### config.mk
export PLATFORM = sky130hd
export DESIGN_NAME = led_fill_sequencer
export DESIGN_NICKNAME = d
export VERILOG_FILES = /design/src/rtl/led_fill_sequencer.sv
export SDC_FILE = /design/constraint.sdc
export NUM_CORES = 1
export LEC_CHECK = 0
export CAP_MARGIN = 0
export CORE_MARGIN = 3
export CORE_UTILIZATION = 41
export CTS_CLUSTER_SIZE = 25
export DETAILED_ROUTE_END_ITERATION = 10
export GPL_TIMING_DRIVEN = 0
export PLACE_DENSITY_LB_ADDON = 0.12
export SLEW_MARGIN = 20
export SYNTH_ARGS = -nofsm -noshare
export SYNTH_HDL_FRONTEND = slang
export SYNTH_SLANG_ARGS = --single-unit
### constraint.sdc
create_clock -name clk -period 5.4 [get_ports clk]
set_input_delay 0.54 -clock clk [delete_from_list [all_inputs] [get_ports clk]]
set_output_delay 0.54 -clock clk [all_outputs]
set_load 0.02 [all_outputs]
### src/rtl/led_fill_sequencer.sv
// rtl/led_fill_sequencer.sv - 16-LED fill bar sequencer with tick-enable scheduler
//
// Purpose: arms, advances and wraps a growing fill mask on a 16-LED bar from a
// programmable start position. It runs entirely in the clk domain. A tick-enable
// counter sets the step rate, so no derived slow clock is needed.
//
// Ports:
//   clk        - system clock (only clock)
//   rst        - synchronous active-high reset
//   start      - arms or re-arms a sequence (level or pulse)
//   stop       - returns to IDLE; wins over start
//   speed_sel  - 0: TICK_SLOW cycles per step, 1: TICK_FAST (sampled live)
//   step_sel   - 0: +1 LED per tick, 1: +2 (latched at arm)
//   invert     - 1: extinguish mode, lit LEDs drive 0 (latched at arm)
//   start_pos  - first LED of the fill (latched at arm)
//   led        - registered LED drive
//   head       - registered index of the last lit LED
//   busy       - high in RUN or FULL
//   wrap_pulse - one-cycle pulse when the fill restarts after FULL
module led_fill_sequencer #(
    parameter int unsigned TICK_SLOW = 100_000_000,
    parameter int unsigned TICK_FAST = 50_000_000
) (
    input  logic        clk,
    input  logic        rst,
    input  logic        start,
    input  logic        stop,
    input  logic        speed_sel,
    input  logic        step_sel,
    input  logic        invert,
    input  logic [3:0]  start_pos,
    output logic [15:0] led,
    output logic [3:0]  head,
    output logic        busy,
    output logic        wrap_pulse
);

    typedef enum logic [1:0] {
        ST_IDLE = 2'd0,
        ST_RUN  = 2'd1,
        ST_FULL = 2'd2
    } state_t;

    state_t      state_q, state_d;
    logic [31:0] tick_cnt_q, tick_cnt_d;
    logic [4:0]  cnt_q, cnt_d;
    logic [3:0]  init_pos_q, init_pos_d;
    logic        step_q, step_d;
    logic        inv_l_q, inv_l_d;
    logic [15:0] led_q, led_d;
    logic [3:0]  head_q, head_d;
    logic        busy_q, busy_d;
    logic        wrap_q, wrap_d;

    logic [31:0] limit;
    logic        tick;
    logic [5:0]  cnt_next;
    logic [16:0] one_sh;
    logic [15:0] base_mask;
    logic [31:0] rot;
    logic [15:0] mask;

    // The comparison uses >= rather than ==. A live speed change that drops the limit
    // below the current count then fires at once, instead of the counter running
    // past the limit and never matching.
    assign limit = speed_sel ? 32'(TICK_FAST) : 32'(TICK_SLOW);
    assign tick  = (tick_cnt_q >= (limit - 32'd1));

    always_comb begin
        state_d    = state_q;
        tick_cnt_d = tick_cnt_q;
        cnt_d      = cnt_q;
        init_pos_d = init_pos_q;
        step_d     = step_q;
        inv_l_d    = inv_l_q;
        wrap_d     = 1'b0;
        cnt_next   = 6'(cnt_q) + (step_q ? 6'd2 : 6'd1);

        if (state_q != ST_IDLE) begin
            tick_cnt_d = tick ? 32'd0 : tick_cnt_q + 32'd1;
        end

        if (stop) begin
            state_d    = ST_IDLE;
            cnt_d      = 5'd0;
            tick_cnt_d = 32'd0;
        end else if (start) begin
            // Arm from any state: every setting is re-latched and the tick phase restarts.
            state_d    = ST_RUN;
            init_pos_d = start_pos;
            step_d     = step_sel;
            inv_l_d    = invert;
            cnt_d      = 5'd1;
            tick_cnt_d = 32'd0;
        end else begin
            case (state_q)
                ST_RUN: begin
                    if (tick) begin
                        // Step 2 from 15 saturates at 16 rather than reaching 17.
                        if (cnt_next >= 6'd16) begin
                            cnt_d   = 5'd16;
                            state_d = ST_FULL;
                        end else begin
                            cnt_d = cnt_next[4:0];
                        end
                    end
                end
                ST_FULL: begin
                    if (tick) begin
                        cnt_d   = 5'd1;
                        wrap_d  = 1'b1;
                        state_d = ST_RUN;
                    end
                end
                default: begin
                    cnt_d = 5'd0;
                end
            endcase
        end
    end

    // Build the mask from the next state so that the registered outputs move on the
    // same edge as the state. The low cnt bits are set, then the two concatenated
    // copies are rotated left by init_pos. This produces the wrap from LED 15 to LED 0.
    always_comb begin
        one_sh    = 17'd1 << cnt_d;
        base_mask = 16'(one_sh - 17'd1);
        rot       = {base_mask, base_mask} << init_pos_d;
        mask      = rot[31:16];
        busy_d    = (state_d != ST_IDLE);
        if (state_d == ST_IDLE) begin
            led_d  = {16{invert}};
            head_d = 4'd0;
        end else begin
            led_d  = inv_l_d ? ~mask : mask;
            head_d = init_pos_d + cnt_d[3:0] - 4'd1;
        end
    end

    always_ff @(posedge clk) begin
        if (rst) begin
            state_q    <= ST_IDLE;
            tick_cnt_q <= 32'd0;
            cnt_q      <= 5'd0;
            init_pos_q <= 4'd0;
            step_q     <= 1'b0;
            inv_l_q    <= 1'b0;
            led_q      <= 16'h0000;
            head_q     <= 4'd0;
            busy_q     <= 1'b0;
            wrap_q     <= 1'b0;
        end else begin
            state_q    <= state_d;
            tick_cnt_q <= tick_cnt_d;
            cnt_q      <= cnt_d;
            init_pos_q <= init_pos_d;
            step_q     <= step_d;
            inv_l_q    <= inv_l_d;
            led_q      <= led_d;
            head_q     <= head_d;
            busy_q     <= busy_d;
            wrap_q     <= wrap_d;
        end
    end

    assign led        = led_q;
    assign head       = head_q;
    assign busy       = busy_q;
    assign wrap_pulse = wrap_q;

endmodule

# Word-level counts from Yosys, hierarchy flattened
# Cells that the tools add are included.
[totals] latch_bits=0 memories=0 output_inout_bits=22 wordCells=54 rom_bits=0 inputBits=11 ramBits=0 register_bits=67
[op_classes] n_mul=0 addsub=6 eq_ne=2 order_cmp=2 div=0 bitwise=3 n_reduce_logical=7 muxes=22 n_shift=2
[op_table] operator="adder 32 x 1 -> 32 bit (second input constant)" n=1
[op_table] operator="greater-or-equal comparator 32 bit" n=1
[op_table] operator="two-way mux 16 bit" n=2
[op_table] operator="two-way mux 32 bit" n=1
[op_table] operator="<< shifter 32 x 4 -> 32 bit" n=1
[op_table] operator="subtractor 27 x 1 -> 28 bit (second input constant)" n=1
[op_table] operator="two-way mux 27 bit" n=1
[op_table] operator="two-way mux 5 bit" n=5
[op_table] operator="NOT 16 bit" n=1
[op_table] operator="<< shifter 1 x 5 -> 16 bit (first input constant)" n=1
[op_table] operator="subtractor 16 x 1 -> 16 bit (second input constant)" n=1
[op_table] operator="two-way mux 2 bit" n=6
[op_table] operator="one-hot mux 5 bit (2 select lines)" n=1
[op_table] operator="two-way mux 4 bit" n=2
[op_table] operator="adder 5 x 2 -> 6 bit" n=1
[op_table] operator="greater-or-equal comparator 6 x 5 -> 1 bit (second input constant)" n=1
[op_table] operator="adder 4 bit" n=1
[op_table] operator="one-hot mux 2 bit (2 select lines)" n=1
[op_table] operator="nonzero test 2 bit" n=2
[op_table] operator="OR reduction 4 bit" n=1
[op_table] operator="subtractor 4 x 1 -> 4 bit (second input constant)" n=1
[op_table] operator="two-way mux 1 bit" n=3
[op_table] operator="OR reduction 3 bit" n=1
[op_table] operator="== test 2 x 1 -> 1 bit (second input constant)" n=1
[op_table] operator="other kinds (5)" n=6

# Longest topological paths before layout
[logic_depth] word_depth=14 mapped_depth=23 ltp_nobuf=22

# Worst setup path after synthesis
# OpenSTA, ideal clock, no wires.
[synth_timing] path_type="input-to-reg" from="in speed_sel" to="reg led_q[5] (netlist: led[5])" t_arrival_ps=4442 n_path_buf=3 required_ps=5267 cell_stages=22 slack_ps=826 cell_sequence="inv_1 > ha_1 > nand2_1 > nor4_1 > and4_1 > buf_6 > nor3_1 > or2_1 > buf_2 > nor2_1 > nand3_1 > ha_1 > inv_1 > clkbuf_1 > a21oi_1 > a311oi_1 > o311ai_2 > a31oi_2 > a22oi_1 > a221o_1 > xnor2_1 > o21ai_1"
[synth_between] elab_chain_len=13 elab_cells_between_ends=20 cone_classes="add/sub (2); order compare (1); shift (2); mux (13); bitwise (1); reduce/logical (1)"
[synth_lines] element="start, declared" line_no="28" rtl="input logic speed_sel,"
[synth_lines] element="two-way mux 27 bit *" line_no="66" rtl="assign limit = speed_sel ? 32'(TICK_FAST) : 32'(TICK_SLOW);"
[synth_lines] element="subtractor 27 x 1 -> 28 bit *" line_no="67" rtl="assign tick = (tick_cnt_q >= (limit - 32'd1));"
[synth_lines] element="greater-or-equal comparator 32 bit *" line_no="67"
[synth_lines] element="two-way mux 5 bit, on equally long branches" line_no="109, 98"
[synth_lines] element="one-hot mux 5 bit (2 select lines)" line_no="96" rtl="case (state_q)"
[synth_lines] element="two-way mux 5 bit" line_no="87" rtl="end else if (start) begin"
[synth_lines] element="two-way mux 5 bit" line_no="83" rtl="if (stop) begin"
[synth_lines] element="<< shifter 1 x 5 -> 16 bit" line_no="126" rtl="one_sh = 17'd1 << cnt_d;"
[synth_lines] element="subtractor 16 x 1 -> 16 bit" line_no="127" rtl="base_mask = 16'(one_sh - 17'd1);"
[synth_lines] element="<< shifter 32 x 4 -> 32 bit" line_no="128" rtl="rot = {base_mask, base_mask} << init_pos_d;"
[synth_lines] element="NOT 16 bit" line_no="135" rtl="led_d = inv_l_d ? ~mask : mask;"
[synth_lines] element="two-way mux 16 bit" line_no="135"
[synth_lines] element="two-way mux 16 bit *" line_no="131" rtl="if (state_d == ST_IDLE) begin"
[synth_lines] element="end signal, assigned" line_no="159" rtl="led_q <= led_d;"
[synth_lines] element="end, declared" line_no="50" rtl="logic [15:0] led_q, led_d;"
# Mark *: on every way between the ends. The rest lies on a longest branch, timed or not.
# A chain may end at the register's enable or synchronous reset.

# Final worst setup path
[layout_timing] from="in speed_sel" to="reg led_q[14] (netlist: led[14])"
# The elaborated chain is that of the path after synthesis.

==> impl_table.tex <==
\begin{tabular}{lr}
\hline
Metric & Value \\
\hline
\multicolumn{2}{l}{\textbf{Global route}} \\
\quad Antenna violations before repair & 0 \\
\quad Global-route wire length before repair & 24000 microns \\
\quad Pin count of the biggest net entering global routing & 12 \\
\quad Global-route usage over all layers & 22.8\% \\
\quad Vias in the first global route & 4634 \\
\quad Total gr overflow & 0 \\
\multicolumn{2}{l}{\textbf{Placed design}} \\
\quad Buffers on Ports & 32 \\
\quad Half-perimeter wire length of the detailed placement result & 10900 microns \\
\quad Placer's final routability congestion estimate & 0.918 \\
\quad Pre-CTS setup slack & -0.838 ns \\
\quad DP Cell Count & 794 \\
\multicolumn{2}{l}{\textbf{Detailed routing}} \\
\quad Via density per instance & 6.07 \\
\quad Count of TritonRoute iterations in the first routing pass & 5 \\
\quad Antenna viol nets, final & 0 \\
\quad Number of DRC violations after detailed routing & 0 \\
\quad Iteration-0 DRC count of the detailed router & 398 \\
\quad Wire per inst & 18.1 microns \\
\quad Final Routed Wirelength & 14700 microns \\
\quad Number of vias in the routed layout & 4919 \\
\multicolumn{2}{l}{\textbf{Synth}} \\
\quad Number of enable-type register cells in the synthesized netlist & 0 \\
\quad Post-synthesis sequential element count & 67 \\
\quad Most used flip-flop cell after synthesis & dfxtp\_1 \\
\quad Synthesized area divided by synthesized cell count & 7.91 sq um \\
\quad Sequential fraction of the synthesis area & 27.4\% \\
\quad Count of mapped cells out of synthesis & 619 \\
\quad Share of the synthesized area in the top cell type & 27.4\% \\
\quad Post-synthesis async set-or-reset flop share & 0\% \\
\quad Number of nets in the synthesized netlist & 651 \\
\quad Cells taking the most area after synthesis & dfxtp\_1, nand2\_1, nor2\_1 \\
\quad Number of different library cells in the post-synthesis netlist & 89 \\
\quad Number of synthesis warnings & 0 \\
\quad Area of the mapped netlist & 4900 sq um \\
\quad Largest area contributor in the netlist & dfxtp\_1 \\
\multicolumn{2}{l}{\textbf{Floorplanning}} \\
\quad Die Wd & 115 microns \\
\quad Row cnt & 39 \\
\quad Die Span Y & 115 microns \\
\quad Total Die Area & 13300 sq um \\
\quad Core outline area & 11600 sq um \\
\quad Number of placed I/O pins & 33 \\
\quad Initial cell density of the core & 42.3\% \\
\multicolumn{2}{l}{\textbf{Critical path}} \\
\quad Category of the worst setup path capture point & flop \\
\quad Worst Path Arrival & 5.38 ns \\
\quad Critical path data required time & 5.58 ns \\
\quad Critical-path top delay cell & mux4\_2 \\
\quad Largest incremental delay on the critical path & 0.52 ns \\
\quad Worst reg2reg endpoint & led[14]\$\_SDFF\_PP0\_ \\
\quad Cell-by-cell listing of the critical path & clkdlybuf4s15\_1, inv\_1, ha\_1, nand3b\_1, nor4\_4, buf\_4, and4\_1, buf\_6, nor3\_1, or2\_1, buf\_2, nor2\_1, nand3\_1, ha\_1, inv\_1, clkbuf\_2, a211oi\_2, mux2\_2, nor3\_1, a21oi\_2, mux4\_2, xnor2\_1, o221ai\_1 \\
\quad WP buf/inv & 7 \\
\quad CP Launch Type & primary input \\
\quad Flop-to-flop setup slack & 0.26 ns \\
\quad Critical path's top delay family & buffers and inverters \\
\quad Length in cells of the worst reg-to-reg path & 20 \\
\quad Reg2Reg Launch Point & cnt\_q[0]\$\_SDFF\_PP0\_ \\
\quad CP Class & primary input to flop \\
\quad Critical path peak fanout & 10 \\
\multicolumn{2}{l}{\textbf{Timing}} \\
\quad Fin. Hold Viols & 0 \\
\quad Final worst slack & 0.200 ns \\
\quad Portion of the clock cycle consumed by the worst path in the final layout & 96.3\% \\
\quad Transition time at the pin with the least slew margin & 0.905 ns \\
\quad Setup\_tns & 0 ns \\
\quad Count of final setup violators & 0 \\
\quad Total count of max-transition violations in the final report & 0 \\
\quad Highest attainable clock frequency & 192 MHz \\
\quad Setup repair after global routing missed its margin & false \\
\quad Worst slew margin relative to its limit & 38.0\% \\
\quad Min Clock Period, post-route & 5.20 ns \\
\quad Final Skew & 0.0127 ns \\
\multicolumn{2}{l}{\textbf{Outcome}} \\
\quad Run status & finished clean \\
\multicolumn{2}{l}{\textbf{Final layout}} \\
\quad Layout Nets & 694 \\
\quad Fraction of final layout cells sized beyond drive strength 1 & 10.8\% \\
\quad Number of inserted diodes & 0 \\
\quad Filler-free cell count of the finished design & 810 \\
\quad Post-synthesis to final-layout area growth & 18.0\% \\
\quad Layout filler cell count & 1136 \\
\multicolumn{2}{l}{\textbf{Clock tree}} \\
\quad Clk pin slew, worst setup/hold paths & 0.05 ns \\
\quad CTS tree & done \\
\quad Max clock buf depth & 2 \\
\quad Buffer cell driving the clock tree root & clkbuf\_16 \\
\quad Number of buffers inserted during clock tree synthesis & 9 \\
\quad H-tree lvl count & 3 \\
\quad Num Clock Sinks & 67 \\
\quad Worst-skew pair later-pin latency & 0.34 ns \\
\multicolumn{2}{l}{\textbf{Run}} \\
\quad Max-cap violations & 0 \\
\multicolumn{2}{l}{\textbf{Hold path}} \\
\quad Worst hold start & step\_q\$\_SDFFE\_PP0P\_ \\
\quad Hold worst-path end & step\_q\$\_SDFFE\_PP0P\_ \\
\quad Worst hold path cell count & 2 \\
\quad Type of the tightest min-delay check & flop to flop \\
\multicolumn{2}{l}{\textbf{Pwr}} \\
\quad Leakage component of the power & 2.04 nW \\
\quad Cell Pwr Density & 241 nW/um\^{}2 \\
\quad Max VDD drop & 0.135 mV \\
\quad Sum of internal, switching and leakage power & 1.39 mW \\
\hline
\end{tabular}
-- worst reg2reg max path, cell delays in order (launching register included) --
cell and delay [ns]:
dfxtp_1 0.41, ha_1 0.21, inv_1 0.06, fa_1 0.44
or4_1 0.63, a21oi_2 0.25, a21boi_2 0.27, nor2_1 0.12
a21oi_2 0.22, nor2_1 0.08, nand3_1 0.09, ha_1 0.21
inv_1 0.07, nand3_1 0.24, nor3_1 0.09, mux2_2 0.32
nor3_1 0.28, a21oi_2 0.11, mux4_2 0.52, xnor2_1 0.22
o221ai_1 0.16
-- state kept, by name, summed over array words and instances (netlist names) --
register	cells
head	4
step_q	1
init_pos_q	4
tick_cnt_q	32
wrap_pulse	1
cnt_q	5
led	16
state_q	2
busy	1
inv_l_q	1
-- cell families after synthesis --
family                     after synthesis  synth area share [%]
adders and majority gates               21                  5.67
buffers and inverters                   51                  4.42
and+or+nand+nor                        265                  26.2
AOI/OAI and AO/OA                      170                  27.5
xor gates and xnor gates                34                  6.08
DFF                                     67                  27.4
muxes                                   11                  2.73
-- area by class of cell --
type | instances | area (sq um) | share of cell area, %
plain buffers | 30 | 136 | 2.36
clock buffers | 11 | 233 | 4.03
clock inverters | 5 | 77.6 | 1.34
inverters | 20 | 77.6 | 1.34
multi-input cells | 501 | 3410 | 58.9
flip-flops and latches | 67 | 1340 | 23.2
well taps | 143 | 179 | 3.10
repair buffers | 33 | 328 | 5.67
-- metrics by stage --
step / cell area (sq um) / hold slack (ns) / utilization [%]
floorplan: 4900 / 0.447 / -
global placement: 5400 / 0.479 / 46.7
detailed placement: 5400 / 0.487 / 46.7
CTS: 5730 / 0.502 / 49.6
global route: 5780 / 0.529 / 50.0
finish: 5780 / 0.500 / 50.0
-- layout by cell type, fill, tap and decap left out, types with 15 or more instances in the layout --
master / Yosys / routed
dfxtp_1: 67 / 67
xor2_1: 15 / 15
inv_1: 18 / 18
clkbuf_1: 24 / 24
xnor2_1: 19 / 19
clkdlybuf4s50_1: 0 / 31
nand3_1: 22 / 22
o211ai_1: 19 / 19
nand2_1: 77 / 77
a21oi_1: 21 / 18
ha_1: 19 / 19
o21ai_0: 23 / 21
nor2_1: 75 / 75
nor3_1: 18 / 18
-- Yosys cell counts (4+ instances only) --
cell type  instances
mux2i_1            4
o2111ai_1          6
ha_1              19
nor2b_1            5
a21o_1             4
nor3_1            18
or3_1              7
xnor2_1           19
o21ai_1           10
a21oi_1           21
o31ai_1            4
inv_1             18
xor2_1            15
nand3_1           22
a211oi_1           9
nand4_1           11
o221ai_1           5
o21ai_0           23
nor4_1             9
a31oi_1            9
dfxtp_1           67
and2_1             5
clkbuf_1          24
o211ai_1          19
nor2_1            75
nand2_1           77
and3_1            11
nand2b_1           5
-- layer usage --
layer | up-vias | wire length (microns) | GRT usage [%]
met2 | 159 | 6530 | 34.7
met4 | 0 | 198 | 8.06
met1 | 2357 | 7010 | 32.4
li1 | 2386 | - | -
met3 | 17 | 922 | 4.16
met5 | - | 0 | 0
-- what timing repair did --
item                       CTS  global route
gates resized for setup      8            12
setup endpoints to repair   16            16
hold buffers                 0             0
pin swaps                    1             0
setup buffers                1             0
-- worst max-delay path by stage --
stage,startpoint,endpoint,slack [ns],cells after the start
after floorplan,speed_sel,led[5]$_SDFF_PP0_,0.83,22
after global placement,speed_sel,led[1]$_SDFF_PP0_,-0.75,22
after detailed placement,speed_sel,led[9]$_SDFF_PP0_,-0.84,22
after CTS,step_q$_SDFFE_PP0P_,led[15]$_SDFF_PP0_,0.15,21
after global routing,speed_sel,led[15]$_SDFF_PP0_,0.01,23
final,speed_sel,led[14]$_SDFF_PP0_,0.20,23
-- power breakdown --
group	switching, mW	leakage (nW)	internal (mW)
Combinational	0.157	1.34	0.0947
Sequential	0.00487	0.545	0.510
Clock	0.223	0.150	0.403
Total	0.385	2.04	1.01
No activity file was read; power rests on OpenSTA's default activity.
